--- src/rtl/ip_csum_seq.sv ---
// rtl/ip_csum_seq.sv - IPv4 header checksum sequencer feeding an external 9-input adder tree
//
// Collects the ten 16-bit words of an IPv4 header. The word at SKIP_IDX (the
// checksum field) is dropped, and the other nine are registered onto op_a..op_i
// in arrival order. After the last word it waits TREE_LAT clock edges for the
// external one's-complement tree, captures tree_sum, and holds it until the
// downstream side accepts it.
//
// Ports:
//   clk, reset_n          clock, asynchronous active-low reset
//   hdr_data/valid/sop    header word stream in; hdr_ready is the accept side
//   op_a..op_i            registered operands to the adder tree
//   tree_sum              complemented checksum from the tree
//   csum_data/valid/ready checksum result handshake
//   busy                  high whenever a frame is in progress
//   csum_count            number of checksums handed off (wraps)
module ip_csum_seq #(
  parameter int TREE_LAT = 6,
  parameter int SKIP_IDX = 5
) (
  input  logic        clk,
  input  logic        reset_n,
  input  logic [15:0] hdr_data,
  input  logic        hdr_valid,
  input  logic        hdr_sop,
  output logic        hdr_ready,
  output logic [15:0] op_a,
  output logic [15:0] op_b,
  output logic [15:0] op_c,
  output logic [15:0] op_d,
  output logic [15:0] op_e,
  output logic [15:0] op_f,
  output logic [15:0] op_g,
  output logic [15:0] op_h,
  output logic [15:0] op_i,
  input  logic [15:0] tree_sum,
  output logic [15:0] csum_data,
  output logic        csum_valid,
  input  logic        csum_ready,
  output logic        busy,
  output logic [15:0] csum_count
);

  typedef enum logic [1:0] {IDLE, COLLECT, WAIT, DONE} state_t;

  state_t      state;
  logic [3:0]  word_idx;
  logic [7:0]  lat_cnt;
  logic [15:0] ops [9];

  logic        hdr_fire;
  logic        take;
  logic [3:0]  cur_idx;
  logic [3:0]  slot;

  // A sop word always lands at index 0, which also covers a restart mid-frame.
  // Operand slots close up over the skipped word so arrival order is preserved.
  always_comb begin
    hdr_fire = hdr_valid && hdr_ready;
    take     = 1'b0;
    cur_idx  = hdr_sop ? 4'd0 : word_idx;
    slot     = (cur_idx > 4'(SKIP_IDX)) ? (cur_idx - 4'd1) : cur_idx;
    if (hdr_fire) begin
      if (state == COLLECT) take = 1'b1;
      else if (state == IDLE && hdr_sop) take = 1'b1;
    end
  end

  assign op_a = ops[0];
  assign op_b = ops[1];
  assign op_c = ops[2];
  assign op_d = ops[3];
  assign op_e = ops[4];
  assign op_f = ops[5];
  assign op_g = ops[6];
  assign op_h = ops[7];
  assign op_i = ops[8];

  always_ff @(posedge clk or negedge reset_n) begin
    if (!reset_n) begin
      state      <= IDLE;
      word_idx   <= 4'd0;
      lat_cnt    <= 8'd0;
      for (int k = 0; k < 9; k++) ops[k] <= 16'd0;
      csum_data  <= 16'd0;
      csum_valid <= 1'b0;
      csum_count <= 16'd0;
      busy       <= 1'b0;
      // Held low through reset so the first edge after release raises it.
      hdr_ready  <= 1'b0;
    end else begin
      case (state)
        IDLE, COLLECT: begin
          hdr_ready <= 1'b1;
          if (take) begin
            if (cur_idx != 4'(SKIP_IDX)) ops[slot] <= hdr_data;
            busy <= 1'b1;
            if (cur_idx == 4'd9) begin
              state     <= WAIT;
              lat_cnt   <= 8'd0;
              word_idx  <= 4'd0;
              hdr_ready <= 1'b0;
            end else begin
              state    <= COLLECT;
              word_idx <= cur_idx + 4'd1;
            end
          end
        end
        WAIT: begin
          lat_cnt <= lat_cnt + 8'd1;
          // lat_cnt was cleared on the last-word edge, so it reads TREE_LAT-1
          // just before the TREE_LAT-th edge after that one.
          if (lat_cnt == 8'(TREE_LAT - 1)) begin
            csum_data  <= tree_sum;
            csum_valid <= 1'b1;
            state      <= DONE;
          end
        end
        DONE: begin
          if (csum_ready) begin
            csum_valid <= 1'b0;
            csum_count <= csum_count + 16'd1;
            busy       <= 1'b0;
            hdr_ready  <= 1'b1;
            state      <= IDLE;
          end
        end
        default: state <= IDLE;
      endcase
    end
  end

endmodule
--- config.mk ---
export PLATFORM = sky130hd
export DESIGN_NAME = ip_csum_seq
export DESIGN_NICKNAME = d
export VERILOG_FILES = /design/src/rtl/ip_csum_seq.sv
export SDC_FILE = /design/constraint.sdc
export NUM_CORES = 1
export LEC_CHECK = 0
export CAP_MARGIN = 20
export CORE_UTILIZATION = 50
export CTS_BUF_LIST = sky130_fd_sc_hd__clkbuf_8
export DETAILED_ROUTE_END_ITERATION = 10
export PLACE_DENSITY = 0.81
export RECOVER_POWER = 100
export REMOVE_ABC_BUFFERS = 1
export SYNTH_ARGS = -nofsm -noshare
export SYNTH_HDL_FRONTEND = slang
export SYNTH_SLANG_ARGS = --single-unit
--- constraint.sdc ---
create_clock -name clk -period 3 [get_ports clk]
set_clock_uncertainty 0.05 [all_clocks]
set_input_delay 0.6 -clock clk [delete_from_list [all_inputs] [get_ports clk]]
set_output_delay 0.6 -clock clk [all_outputs]
set_load 0.02 [all_outputs]
* After elaboration in Yosys (flattened, before gate mapping)
Index checks and enable logic that the tools add are counted.
** Operators by class
- Mux-type cells :: 26
- Reduce and logical (&&, ||, !) cells :: 17
- $lt $le $gt $ge :: 3
- Add/subtract/negate cells :: 4
- Equal/unequal tests :: 10
- Bitwise operators :: 1
** Operators with widths (number)
- $bwmux W144 :: 1
- $demux W16 S4 :: 1
- $add A16 B1 Y16 const B :: 1
- $mux W16 :: 1
- $mux W8 :: 2
- $pmux W8 S2 :: 1
- $reduce_and A3 Y1 :: 5
- $mux W4 :: 3
- $mux W1 :: 9
- $add A8 B1 Y8 const B :: 1
- $eq A8 B3 Y1 const B :: 1
- $mux W2 :: 4
- $ne A2 B2 Y1 const B :: 4
- $reduce_and A2 Y1 :: 4
- $pmux W1 S2 :: 3
- $pmux W2 S3 :: 1
- $reduce_bool A2 Y1 :: 3
- $ge A5 B5 Y1 const B :: 1
- $lt A5 B1 Y1 const B :: 1
- $not A4 Y5 :: 1
- $add A4 B1 Y4 const B :: 1
- $eq A2 B2 Y1 const B :: 2
- $eq A4 B4 Y1 const B :: 1
- $gt A4 B3 Y1 const B :: 1
- other kinds (6) :: 8
** Storage, ports and cells
- Register bits :: 193
- Bits of input ports :: 37
- Logic and storage cells :: 78

* Longest topological paths before layout
- Depth in word-level cells :: 9
- Mapped depth :: 10
- Gate-level depth less buffers :: 8

* Worst setup path after synthesis
OpenSTA, ideal clock, no wires.
- Path type :: input -> register
- Start point :: in hdr_sop
- End point :: reg ops (netlist bit op_c[0])
- Path buffers :: 2
- Library setup time :: 0.125 ns
- Stages on the path :: 9
- Required time :: 2.825 ns
- Arrival time :: 2.455 ns
- Setup slack :: 0.370 ns
- Cells stage by stage :: buf_4 > nor2_1 > ha_1 > nor2b_4 > nor2_1 > mux2i_2 > nand4b_4 > buf_6 > mux2_4
** On the way
- Longest elaborated chain between the ends :: 9
** Ends and longest elaborated chain
- start: declaration :: line 25 : input logic hdr_sop,
- $mux W4 :: line 61 : cur_idx = hdr_sop ? 4'd0 : word_idx;
- $sub A4 B1 Y4 or $gt A4 B3 Y1 (tied branches) :: line 62 : slot = (cur_idx > 4'(SKIP_IDX)) ? (cur_idx - 4'd1) : cur_idx;
- $mux W4 :: line 62
- $not A4 Y5 (not written as such) :: line 96 : if (cur_idx != 4'(SKIP_IDX)) ops[slot] <= hdr_data;
- $ge A5 B5 Y1 (not written as such) or $lt A5 B1 Y1 (tied branches) :: line 96
- $logic_and A1 B1 Y1 (not written as such) :: line 96
- $mux W16 (not written as such) :: line 96
- $demux W16 S4 :: line 96
- $bwmux W144 :: line 96
- end signal: indexed assignment :: line 96
- end: declaration :: line 49 : logic [15:0] ops [9];
Parallel ways exist; a longest one is shown, timed or not.
A chain may end at the register's enable or synchronous reset.

* Worst setup path in the final report
- Start point :: in hdr_sop
- End point :: reg ops (netlist bit op_i[14])
Same word-level chain as after synthesis.

==> results.cfg <==
[synth]
ys_async_sr_fraction_pct = 100
ys_seq_area_share_pct = 61.1
syn-instance-count = 515
count_leader_synth = sky130_fd_sc_hd__dfrtp_1
yosysWarningCount = 0
area_fraction_in_compound_gates_after_synthesis_pct = 1.95
main_combinational_cell_family_by_area_after_synthesis = multiplexers
synthXorXnorAreaFrac_pct = 2.44
arithmetic_cell_share_of_the_synthesized_area_counting_full_adders_half_adders_and_majority_gates_pct = 0.633
ys_ff_latch = 193
synth-main-ff-cell = sky130_fd_sc_hd__dfrtp_1
synth_cell_types = 52
number_of_synthesized_flops_with_an_enable_pin = 0
synth_area_per_cell_um2 = 15.3
synth_simple_gate_area_share_pct = 7.12
synth.mux.area_fraction_pct = 24.7
synth_top_area_share_pct = 61.1
post_synth_main_area_contributors = sky130_fd_sc_hd__dfrtp_1 61%, sky130_fd_sc_hd__mux2_2 14%, sky130_fd_sc_hd__mux2_4 5.7%
yosys-top-cells-count = 193 x sky130_fd_sc_hd__dfrtp_1, 95 x sky130_fd_sc_hd__mux2_2, 36 x sky130_fd_sc_hd__mux2_1
synth.largest_area_cell = sky130_fd_sc_hd__dfrtp_1
syn-cell-area_um2 = 7900

[worst_setup_path]
cp.buffers_inverters = 3
worst_setup_path_start_kind = input pin
worst_setup_path_end_kind = register
critical_path.max_fanout = 8
cp_cell_instances = dlygate4sd3_1 -> nand2b_1 -> ha_1 -> inv_1 -> nand2_1 -> nor3_4 -> clkbuf_1 -> mux2_2
critPathRequiredTime_ns = 3.30
worstSetupPathType = input pin to register
crit_path_top_delay_cell = sky130_fd_sc_hd__dlygate4sd3_1
critPathTopFamily = buffers and inverters
longest_individual_stage_delay_on_the_worst_path_ns = 0.59
timing.critical_path.arrival_ns = 3.07

[power]
static-leakage-power_nw = 5.14
power_density_nw_per_um2 = 960
maximum_vdd_drop_mv = 0.436

[place]
port_buffers = 215
hpwl_mm = 13.3
gp_congestion = 0.822

[timing]
final_max_slew_viol_count = 63
final_worst_path_period_share_pct = 92.1
worst_slew_pin_slew_ns = 1.61
finalWorstPathRequiredPeriod_ns = 2.76
timing_hold_violations_final = 0
max_freq_mhz = 362
final-setup-viol-count = 0
slew_headroom_pct = -7.64
grt_setup_unrepaired = false
fin_setup_tns_ns = 0

[clock_network]
numClockSinks = 193
cts_root_buffer = sky130_fd_sc_hd__clkbuf_8
path_clk_slew_ns = 0.10
h-tree-depth = 4
cts_buffers = 17
clock_tree.buffer_depth = 2
post_cts_hold_buffer_count = 0
resize_count_post_cts = 0
post-cts-setup-buffer-count = 0
cts_tree = yes
clkLatencyLatePin_ns = 0.47

[worst_hold_path]
holdCritPathClass = register to register

[layout]
fin_util_pct = 69.8
final_nets = 797
multi_input_logic_area_um2 = 2800
final-seq-area_um2 = 4830
insertedDiodeCount = 0
fillers = 1107
area.growth.synth_to_final_pct = 35.2
drive_gt1_share_pct = 21.7

[floorplan]
chipWidth_um = 128
floorplan.io_pins = 216
coreArea_um2 = 15300
initial_utilization_pct = 51.6
rows = 45
dieArea_um2 = 16300
dieHeight_um = 128

[drt]
drcViolationCount = 0
route.detailed.vias_per_inst = 5.30
routed_wire_length_per_instance_um = 18.9
detail_route.iter0.violations = 291
postRouteWirelength_mm = 18.5
drt.antenna.violating_nets = 0
detailroute.via_count = 5192
drt_pass1_iterations = 4

[status]
violations = max-capacitance violations, max-slew violations
run_status = finished with violations

[job]
max_cap_viol_count = 1

[global_route]
grt_first_pass_wirelength_mm = 29.8
grt_pass1_vias = 5405
grt_remaining_overflow = 0
grt_antenna_before_repair = 0
grt.total_usage_pct = 24.2
maximum_number_of_pins_on_one_net_before_global_route_repair = 65
==> placed cells by master, fill, tap and decap left out, types with 8 or more instances in the layout <==
master / count
sky130_fd_sc_hd__mux2_2: 95
sky130_fd_sc_hd__dfrtp_1: 193
sky130_fd_sc_hd__dlygate4sd3_1: 181
sky130_fd_sc_hd__buf_4: 8
sky130_fd_sc_hd__mux2_1: 62
sky130_fd_sc_hd__clkdlybuf4s50_1: 33
sky130_fd_sc_hd__xor2_1: 12
sky130_fd_sc_hd__xnor2_1: 10
sky130_fd_sc_hd__o21ai_0: 8
sky130_fd_sc_hd__nand3_1: 11
sky130_fd_sc_hd__clkbuf_8: 18
sky130_fd_sc_hd__nor2_1: 17
sky130_fd_sc_hd__nand2_1: 22
==> worst paths after layout <==
kind	start	endpoint	slack (ns)	depth (start not counted)
min	csum_count[15]$_DFFE_PN0P_	csum_count[15]$_DFFE_PN0P_	0.42	1
max in group asynchronous	reset_n	op_f[8]$_DFFE_PN0P_	0.97	2
max	hdr_sop	op_i[14]$_DFFE_PN0P_	0.24	8
min in group asynchronous	reset_n	op_b[11]$_DFFE_PN0P_	0.48	1
max reg2reg	word_idx[0]$_DFFE_PN0P_	op_d[0]$_DFFE_PN0P_	0.29	9
min reg2reg	csum_count[15]$_DFFE_PN0P_	csum_count[15]$_DFFE_PN0P_	0.42	1
==> metrics by stage <==
step | total power, mW | instance area (um^2) | std cells | setup WS [ns] | hold slack [ns]
5_1_grt | 10.8 | 10700 | 980 | 0.162 | 0.456
2_1_floorplan | 6.64 | 7760 | 498 | 0.507 | 0.254
3_3_place_gp | 8.99 | 10400 | 948 | 0.0716 | 0.410
6_report | 10.3 | 10700 | 980 | 0.237 | 0.423
3_5_place_dp | 9.17 | 10400 | 948 | -0.0599 | 0.418
4_1_cts | 10.9 | 10800 | 980 | 0.440 | 0.0512
==> cell type report <==
cell class / count / area share [%]
clock buffers: 18 / 2.32
clock inverters: 14 / 1.42
well taps: 211 / 2.47
repair buffers: 239 / 22.2
inverters: 6 / 0.211
flip-flops and latches: 193 / 45.2
multi-input cells: 299 / 26.2
==> cells by family (layout without fill, tap and decap cells) <==
| family | Yosys count | in the layout |
|---|---|---|
| adder cells (fa/ha/maj) | 4 | 4 |
| flip-flops | 193 | 193 |
| AND/OR/NAND/NOR | 87 | 87 |
| multiplexers | 163 | 163 |
| buffers and inverters | 23 | 277 |
| XOR/XNOR | 22 | 22 |
| AO/OA/AOI/OAI | 23 | 23 |
==> state kept, by name (all words and copies together) (netlist names), 8 cells and up <==
signal / flops
op_g: 16
csum_count: 16
lat_cnt: 8
csum_data: 16
op_h: 16
op_d: 16
op_e: 16
op_i: 16
op_b: 16
op_c: 16
op_a: 16
op_f: 16
==> layer usage <==
layer  vias up  global-route usage [%]  share of wire [%]
met2       204                    39.5                 49
met3        24                    7.47                7.8
met5         -                       0                  0
li1       2320                       -                  -
met4         0                    7.40                1.4
met1      2644                    30.9                 42
==> power breakdown <==
part / leakage, nW / switching [mW] / total [mW] / internal (mW)
logic: 2.49 / 2.28 / 4.36 / 2.08
registers: 2.45 / 0.630 / 4.21 / 3.58
clock network: 0.194 / 0.976 / 1.68 / 0.709
Note: power is estimated with default switching activity, not from simulation.
